[src/rtl/seq_exec_unit_pkg.sv]
// Shared definitions for the iterative execute unit: opcode encodings, FSM
// state type and default datapath sizes.
package seq_exec_unit_pkg;

    localparam int WIDTH_DEF   = 8;
    localparam int ADDR_W_DEF  = 3;
    localparam int SHAMT_W_DEF = 3;

    localparam logic [2:0] OP_MUL = 3'b000;
    localparam logic [2:0] OP_SLL = 3'b001;
    localparam logic [2:0] OP_SRL = 3'b010;
    localparam logic [2:0] OP_SRA = 3'b011;
    localparam logic [2:0] OP_ROR = 3'b100;

    typedef enum logic [1:0] {
        ST_IDLE = 2'd0,
        ST_RUN  = 2'd1,
        ST_DONE = 2'd2
    } state_t;

    function automatic logic op_is_legal(input logic [2:0] op);
        return (op <= OP_ROR);
    endfunction

endpackage

[src/rtl/seq_exec_unit_shift.sv]
// One-bit shift/rotate step for the iterative shifter; the opcode selects the
// fill behaviour, anything else passes the value through unchanged.
module seq_shift_step
    import seq_exec_unit_pkg::*;
#(
    parameter int WIDTH = WIDTH_DEF
) (
    input  logic [2:0]       op_i,
    input  logic [WIDTH-1:0] din_i,
    output logic [WIDTH-1:0] dout_o
);

    // single-bit shift selected by opcode
    always_comb begin
        dout_o = din_i;
        case (op_i)
            OP_SLL:  dout_o = {din_i[WIDTH-2:0], 1'b0};
            OP_SRL:  dout_o = {1'b0, din_i[WIDTH-1:1]};
            OP_SRA:  dout_o = {din_i[WIDTH-1], din_i[WIDTH-1:1]};
            OP_ROR:  dout_o = {din_i[0], din_i[WIDTH-1:1]};
            default: dout_o = din_i;
        endcase
    end

endmodule

[src/rtl/seq_exec_unit.sv]
// Iterative multi-cycle execute unit: shift-add MUL and bit-serial shifts,
// retiring one register-file write per accepted operation.
module seq_exec_unit
    import seq_exec_unit_pkg::*;
#(
    parameter int WIDTH   = WIDTH_DEF,
    parameter int ADDR_W  = ADDR_W_DEF,
    parameter int SHAMT_W = SHAMT_W_DEF
) (
    input  logic              CLK,
    input  logic              RESET,
    input  logic              START,
    input  logic [2:0]        OPCODE,
    input  logic [WIDTH-1:0]  OPERAND1,
    input  logic [WIDTH-1:0]  OPERAND2,
    input  logic [ADDR_W-1:0] DEST_ADDR,
    output logic              BUSY,
    output logic              DONE,
    output logic [WIDTH-1:0]  RESULT,
    output logic [ADDR_W-1:0] WB_ADDR,
    output logic              WB_WRITE,
    output logic              OVF,
    output logic              ILLEGAL
);

    localparam int CNT_W = $clog2(WIDTH + 1);

    state_t                 state_q, state_d;
    logic [2:0]             op_q, op_d;
    logic [2*WIDTH-1:0]     mcand_q, mcand_d;
    logic [WIDTH-1:0]       mplier_q, mplier_d;
    logic [2*WIDTH-1:0]     acc_q, acc_d;
    logic [CNT_W-1:0]       cnt_q, cnt_d;
    logic [ADDR_W-1:0]      dest_q, dest_d;
    logic                   busy_q, busy_d;
    logic                   done_q, done_d;
    logic                   wb_write_q, wb_write_d;
    logic                   illegal_q, illegal_d;
    logic                   ovf_q, ovf_d;
    logic [WIDTH-1:0]       result_q, result_d;
    logic [ADDR_W-1:0]      wb_addr_q, wb_addr_d;

    logic [WIDTH-1:0]       shift_s;
    logic [2*WIDTH-1:0]     mul_sum_s;
    logic [CNT_W-1:0]       load_cnt_s;
    logic                   start_legal_s;
    logic [WIDTH-1:0]       step_val_s;
    logic                   step_ovf_s;

    seq_shift_step #(.WIDTH(WIDTH)) u_shift (
        .op_i   (op_q),
        .din_i  (acc_q[WIDTH-1:0]),
        .dout_o (shift_s)
    );

    assign mul_sum_s     = acc_q + (mplier_q[0] ? mcand_q : {(2*WIDTH){1'b0}});
    assign start_legal_s = op_is_legal(OPCODE);
    assign step_val_s    = (op_q == OP_MUL) ? mul_sum_s[WIDTH-1:0] : shift_s;
    assign step_ovf_s    = (op_q == OP_MUL) ? (|mul_sum_s[2*WIDTH-1:WIDTH]) : 1'b0;

    // iteration count: full width for MUL, low operand bits for shifts, none if illegal
    always_comb begin
        load_cnt_s = {CNT_W{1'b0}};
        if (OPCODE == OP_MUL) begin
            load_cnt_s = CNT_W'(WIDTH);
        end else if (start_legal_s) begin
            load_cnt_s = CNT_W'(OPERAND2[SHAMT_W-1:0]);
        end else begin
            load_cnt_s = {CNT_W{1'b0}};
        end
    end

    // FSM next state, datapath iteration and retire outputs
    always_comb begin
        state_d    = state_q;
        op_d       = op_q;
        mcand_d    = mcand_q;
        mplier_d   = mplier_q;
        acc_d      = acc_q;
        cnt_d      = cnt_q;
        dest_d     = dest_q;
        busy_d     = busy_q;
        done_d     = 1'b0;
        wb_write_d = 1'b0;
        illegal_d  = 1'b0;
        ovf_d      = ovf_q;
        result_d   = result_q;
        wb_addr_d  = wb_addr_q;
        case (state_q)
            ST_IDLE: begin
                busy_d = 1'b0;
                if (START) begin
                    op_d     = OPCODE;
                    dest_d   = DEST_ADDR;
                    mcand_d  = {{WIDTH{1'b0}}, OPERAND1};
                    mplier_d = OPERAND2;
                    acc_d    = (OPCODE == OP_MUL) ? {(2*WIDTH){1'b0}}
                                                  : {{WIDTH{1'b0}}, OPERAND1};
                    cnt_d    = load_cnt_s;
                    busy_d   = 1'b1;
                    if (load_cnt_s != {CNT_W{1'b0}}) begin
                        state_d = ST_RUN;
                    end else begin
                        // zero-length shift or illegal opcode retires immediately
                        state_d    = ST_DONE;
                        done_d     = 1'b1;
                        wb_addr_d  = DEST_ADDR;
                        wb_write_d = start_legal_s;
                        illegal_d  = ~start_legal_s;
                        ovf_d      = 1'b0;
                        if (start_legal_s) begin
                            result_d = OPERAND1;
                        end else begin
                            result_d = result_q;
                        end
                    end
                end else begin
                    state_d = ST_IDLE;
                end
            end
            ST_RUN: begin
                cnt_d = cnt_q - CNT_W'(1'b1);
                if (op_q == OP_MUL) begin
                    acc_d    = mul_sum_s;
                    mcand_d  = mcand_q << 1;
                    mplier_d = mplier_q >> 1;
                end else begin
                    acc_d = {{WIDTH{1'b0}}, shift_s};
                end
                if (cnt_q == CNT_W'(1'b1)) begin
                    state_d    = ST_DONE;
                    done_d     = 1'b1;
                    wb_write_d = 1'b1;
                    wb_addr_d  = dest_q;
                    result_d   = step_val_s;
                    ovf_d      = step_ovf_s;
                end else begin
                    state_d = ST_RUN;
                end
            end
            ST_DONE: begin
                state_d = ST_IDLE;
                busy_d  = 1'b0;
            end
            default: begin
                state_d = ST_IDLE;
                busy_d  = 1'b0;
            end
        endcase
    end

    // state and output registers with synchronous reset
    always_ff @(posedge CLK) begin
        if (RESET) begin
            state_q    <= ST_IDLE;
            op_q       <= 3'b000;
            mcand_q    <= {(2*WIDTH){1'b0}};
            mplier_q   <= {WIDTH{1'b0}};
            acc_q      <= {(2*WIDTH){1'b0}};
            cnt_q      <= {CNT_W{1'b0}};
            dest_q     <= {ADDR_W{1'b0}};
            busy_q     <= 1'b0;
            done_q     <= 1'b0;
            wb_write_q <= 1'b0;
            illegal_q  <= 1'b0;
            ovf_q      <= 1'b0;
            result_q   <= {WIDTH{1'b0}};
            wb_addr_q  <= {ADDR_W{1'b0}};
        end else begin
            state_q    <= state_d;
            op_q       <= op_d;
            mcand_q    <= mcand_d;
            mplier_q   <= mplier_d;
            acc_q      <= acc_d;
            cnt_q      <= cnt_d;
            dest_q     <= dest_d;
            busy_q     <= busy_d;
            done_q     <= done_d;
            wb_write_q <= wb_write_d;
            illegal_q  <= illegal_d;
            ovf_q      <= ovf_d;
            result_q   <= result_d;
            wb_addr_q  <= wb_addr_d;
        end
    end

    assign BUSY     = busy_q;
    assign DONE     = done_q;
    assign RESULT   = result_q;
    assign WB_ADDR  = wb_addr_q;
    assign WB_WRITE = wb_write_q;
    assign OVF      = ovf_q;
    assign ILLEGAL  = illegal_q;

endmodule

[config.mk]
export PLATFORM = sky130hd
export DESIGN_NAME = seq_exec_unit
export DESIGN_NICKNAME = d
export VERILOG_FILES = /design/src/rtl/seq_exec_unit_pkg.sv /design/src/rtl/seq_exec_unit_shift.sv /design/src/rtl/seq_exec_unit.sv
export SDC_FILE = /design/constraint.sdc
export NUM_CORES = 1
export LEC_CHECK = 0
export CAP_MARGIN = 20
export CORE_UTILIZATION = 40
export DETAILED_ROUTE_END_ITERATION = 6
export DONT_BUFFER_PORTS = 1
export PLACE_DENSITY = 0.54
export SKIP_CTS_REPAIR_TIMING = 1
export SLEW_MARGIN = 20
export SYNTH_ARGS = -nofsm -noshare
export SYNTH_HDL_FRONTEND = slang
export SYNTH_SLANG_ARGS = --single-unit
[constraint.sdc]
create_clock -name CLK -period 4.6 [get_ports CLK]
set_clock_uncertainty 0.05 [all_clocks]
set_input_delay 0.69 -clock CLK [delete_from_list [all_inputs] [get_ports CLK]]
set_output_delay 0.69 -clock CLK [all_outputs]
set_load 0.005 [all_outputs]
==> flow_metrics.py <==
metrics = {
    "placed_design": {
        "io_buffers": 0,
        "place_ws_ns": 1.689,
        "dpl.hpwl_um": 7619,
        "gp_congestion": 0.8745,
        "dp_cells": 612,
    },
    "critical_path": {
        "cp_max_fo": 17,
        "cp-end-kind": "flip-flop",
        "crit_path_start_kind": "flip-flop",
        "required_ns": 4.78,
        "worstSetupPathType": "reg2reg",
        "arrival_ns": 3.11,
    },
    "synth": {
        "syn_nets": 556,
        "synth_top_area_frac": 0.3239,
        "ys_ff_latch": 67,
        "synth-edff-count": 0,
        "async_flop_share": 0,
        "ys.flop_type": "dfxtp_1",
        "synth_top_family_by_area": "compound AO/OA/AOI/OAI gates",
        "synth_mux_area_frac": 0.002417,
        "yosys.area.top_type": "dfxtp_1",
        "synth_area_um2": 4141,
        "synthCells": 513,
        "synth_simple_gate_area_share": 0.2432,
        "syn_avg_cell_area_um2": 8.073,
        "synthTopCellsByCount": "75 x nand2_1, 67 x dfxtp_1, 60 x nor2_1",
        "ys_types": 68,
        "synthXorXnorAreaFrac": 0.02538,
        "synth_adder_area_share": 0.05619,
        "netlist_top_cells_area": "dfxtp_1 32%, nand2_1 6.8%, nor2_1 5.4%",
        "synth_warnings": 0,
        "synth-compound-area-share": 0.2943,
        "yosysSeqAreaShare": 0.3239,
        "post-synth-top-count-cell": "nand2_1",
    },
    "grt": {
        "gr-total-overflow": 0,
        "grt_max_degree": 68,
        "track_usage": 0.2090,
        "grt_pass1_vias": 3559,
        "antenna_found_initial": 0,
        "grt_pass1_wl_um": 18150,
    },
    "route": {
        "ant_nets": 0,
        "first_pass_iters": 4,
        "drt-initial-drc-count": 196,
        "wl_per_cell_um": 17.35,
        "vias_per_cell": 5.920,
        "remaining_drc_errors": 0,
        "drt-total-wl_um": 10860,
        "detailroute.via_count": 3706,
    },
    "finish": {
        "drive_gt1_frac": 0.09736,
        "synthToLayoutAreaGrowth_pct": 5.015,
        "antenna_cells": 0,
        "layoutNonFillerInstCount": 626,
        "fin_nets": 533,
    },
    "sta": {
        "slew_headroom": 0.3705,
        "rsz0062_at_grt": "false",
        "final_hold_viol_count": 0,
        "maxSlewViolCount": 0,
        "fin_tns_setup_ns": 0,
        "fmax_ghz": 0.3408,
        "final.period_utilization": 0.6379,
        "finalSetupViolations": 0,
        "fin_ws_ns": 1.666,
        "worst_pin_slew_ns": 0.9408,
        "period_needed_ns": 2.934,
    },
    "flow_run": {
        "maxCapViolations": 0,
    },
    "outcome": {
        "status": "completed",
    },
    "clocking": {
        "cts_made_buffers": 9,
        "cts.sinks": 67,
        "tritoncts": "built",
        "cts_root_buffer": "clkbuf_8",
        "h-tree-depth": 3,
        "clkSlewWorstSetupHoldPaths_ns": 0.07,
        "clockBufferDepth": 2,
        "clk_latency_ns": 0.35,
    },
    "hold_path": {
        "worstHoldPathType": "in2reg",
    },
    "die": {
        "die_w_um": 103.8,
        "io_pins": 41,
        "die_area_um2": 10770,
        "fp.dieH_um": 103.8,
        "rows": 36,
        "core-area_um2": 9910,
        "initial_core_util": 0.4179,
    },
    "pwr": {
        "max-vdd-ir-drop_v": 0.0001749,
        "power.density_nw_per_um2": 352.2,
        "p_leak_nw": 1.586,
    },
}
-- per-layer routing --
layer | part of all wire | wire length [um] | global-route usage
met5 | 0 | 0 | 0
met4 | 0.019 | 208 | 0.07347
met3 | 0.060 | 647 | 0.04972
met2 | 0.46 | 5016 | 0.3332
met1 | 0.46 | 4989 | 0.2754
-- power breakdown --
part           switching [mW]  internal, mW  leakage [nW]
sequential             0.0543         0.628         0.549
combinational           0.183         0.107         0.929
clock                   0.230         0.329         0.109
total                   0.467          1.06          1.59
-- critical path, stage by stage (launching register included) --
cell	delay, ns
dfxtp_1	0.46
and2_1	0.22
ha_1	0.22
fa_1	0.40
a21o_1	0.22
o2bb2ai_2	0.18
o311a_1	0.37
a211oi_2	0.19
o221ai_1	0.18
o31ai_1	0.24
nand2_1	0.09
-- worst paths after layout --
kind                                   from         to  slack [ns]  cells after the start
worst max-delay path            mplier_q[0]        OVF        1.67                     10
worst min-delay path                  RESET  dest_q[1]        0.36                      1
worst max register to register  mplier_q[0]        OVF        1.67                     10
worst min register to register    dest_q[1]  dest_q[1]        0.40                      2
-- cells in the final DEF, fill, tap and decap left out, types with 3 or more instances in the layout --
master and count:
a211oi_1 4, a21oi_1 38, a22oi_1 6, a311oi_1 21
a311oi_2 8, a31oi_1 3, a32oi_1 4, and2_1 18
and3_1 5, clkbuf_8 11, dfxtp_1 67, ha_1 17
inv_1 9, nand2_1 75, nand2b_1 4, nand3_1 16
nand4_1 3, nor2_1 60, nor2b_1 4, nor3_1 9
nor3b_1 4, o211ai_1 11, o21a_1 3, o21ai_0 16
o22ai_1 9, o31ai_4 3, or2_2 4, or3_1 5
xnor2_1 11
-- area by class of cell --
| type | count | area [um2] |
|---|---|---|
| clock buffers | 12 | 155.1 |
| clock inverters | 2 | 60.06 |
| fillers | 1017 | 5560 |
| inverters | 10 | 37.54 |
| multi-input cells | 400 | 2574 |
| flip-flops and latches | 67 | 1341 |
| well taps | 133 | 166.4 |
| repair buffers | 2 | 15.01 |
-- logic make-up after synthesis --
group | Yosys count
mux | 1
xor+xnor | 12
flops | 67
fa+ha+maj | 18
compound gates | 154
buf+inv | 46
simple gates | 215
-- sequential cells by signal (all words and copies together) (netlist names) --
| register | cells |
|---|---|
| RESULT | 8 |
| BUSY | 1 |
| acc_q | 16 |
| mplier_q | 8 |
| ILLEGAL | 1 |
| op_q | 3 |
| DONE | 1 |
| cnt_q | 4 |
| WB_ADDR | 3 |
| dest_q | 3 |
| state_q | 1 |
| WB_WRITE | 1 |
| OVF | 1 |
| mcand_q | 16 |
-- per-stage QoR --
step | hold WS, ns | util | cell area, um2 | power, mW
after floorplan | 0.3821 | - | 4141 | 0.9295
after global placement | 0.3887 | 0.4172 | 4134 | 0.9784
after detailed placement | 0.3948 | 0.4172 | 4134 | 0.9832
after CTS | 0.3343 | 0.4389 | 4349 | 1.544
after global routing | 0.3390 | 0.4389 | 4349 | 1.609
final | 0.3600 | 0.4389 | 4349 | 1.532
(Power assumes the default switching activity.)
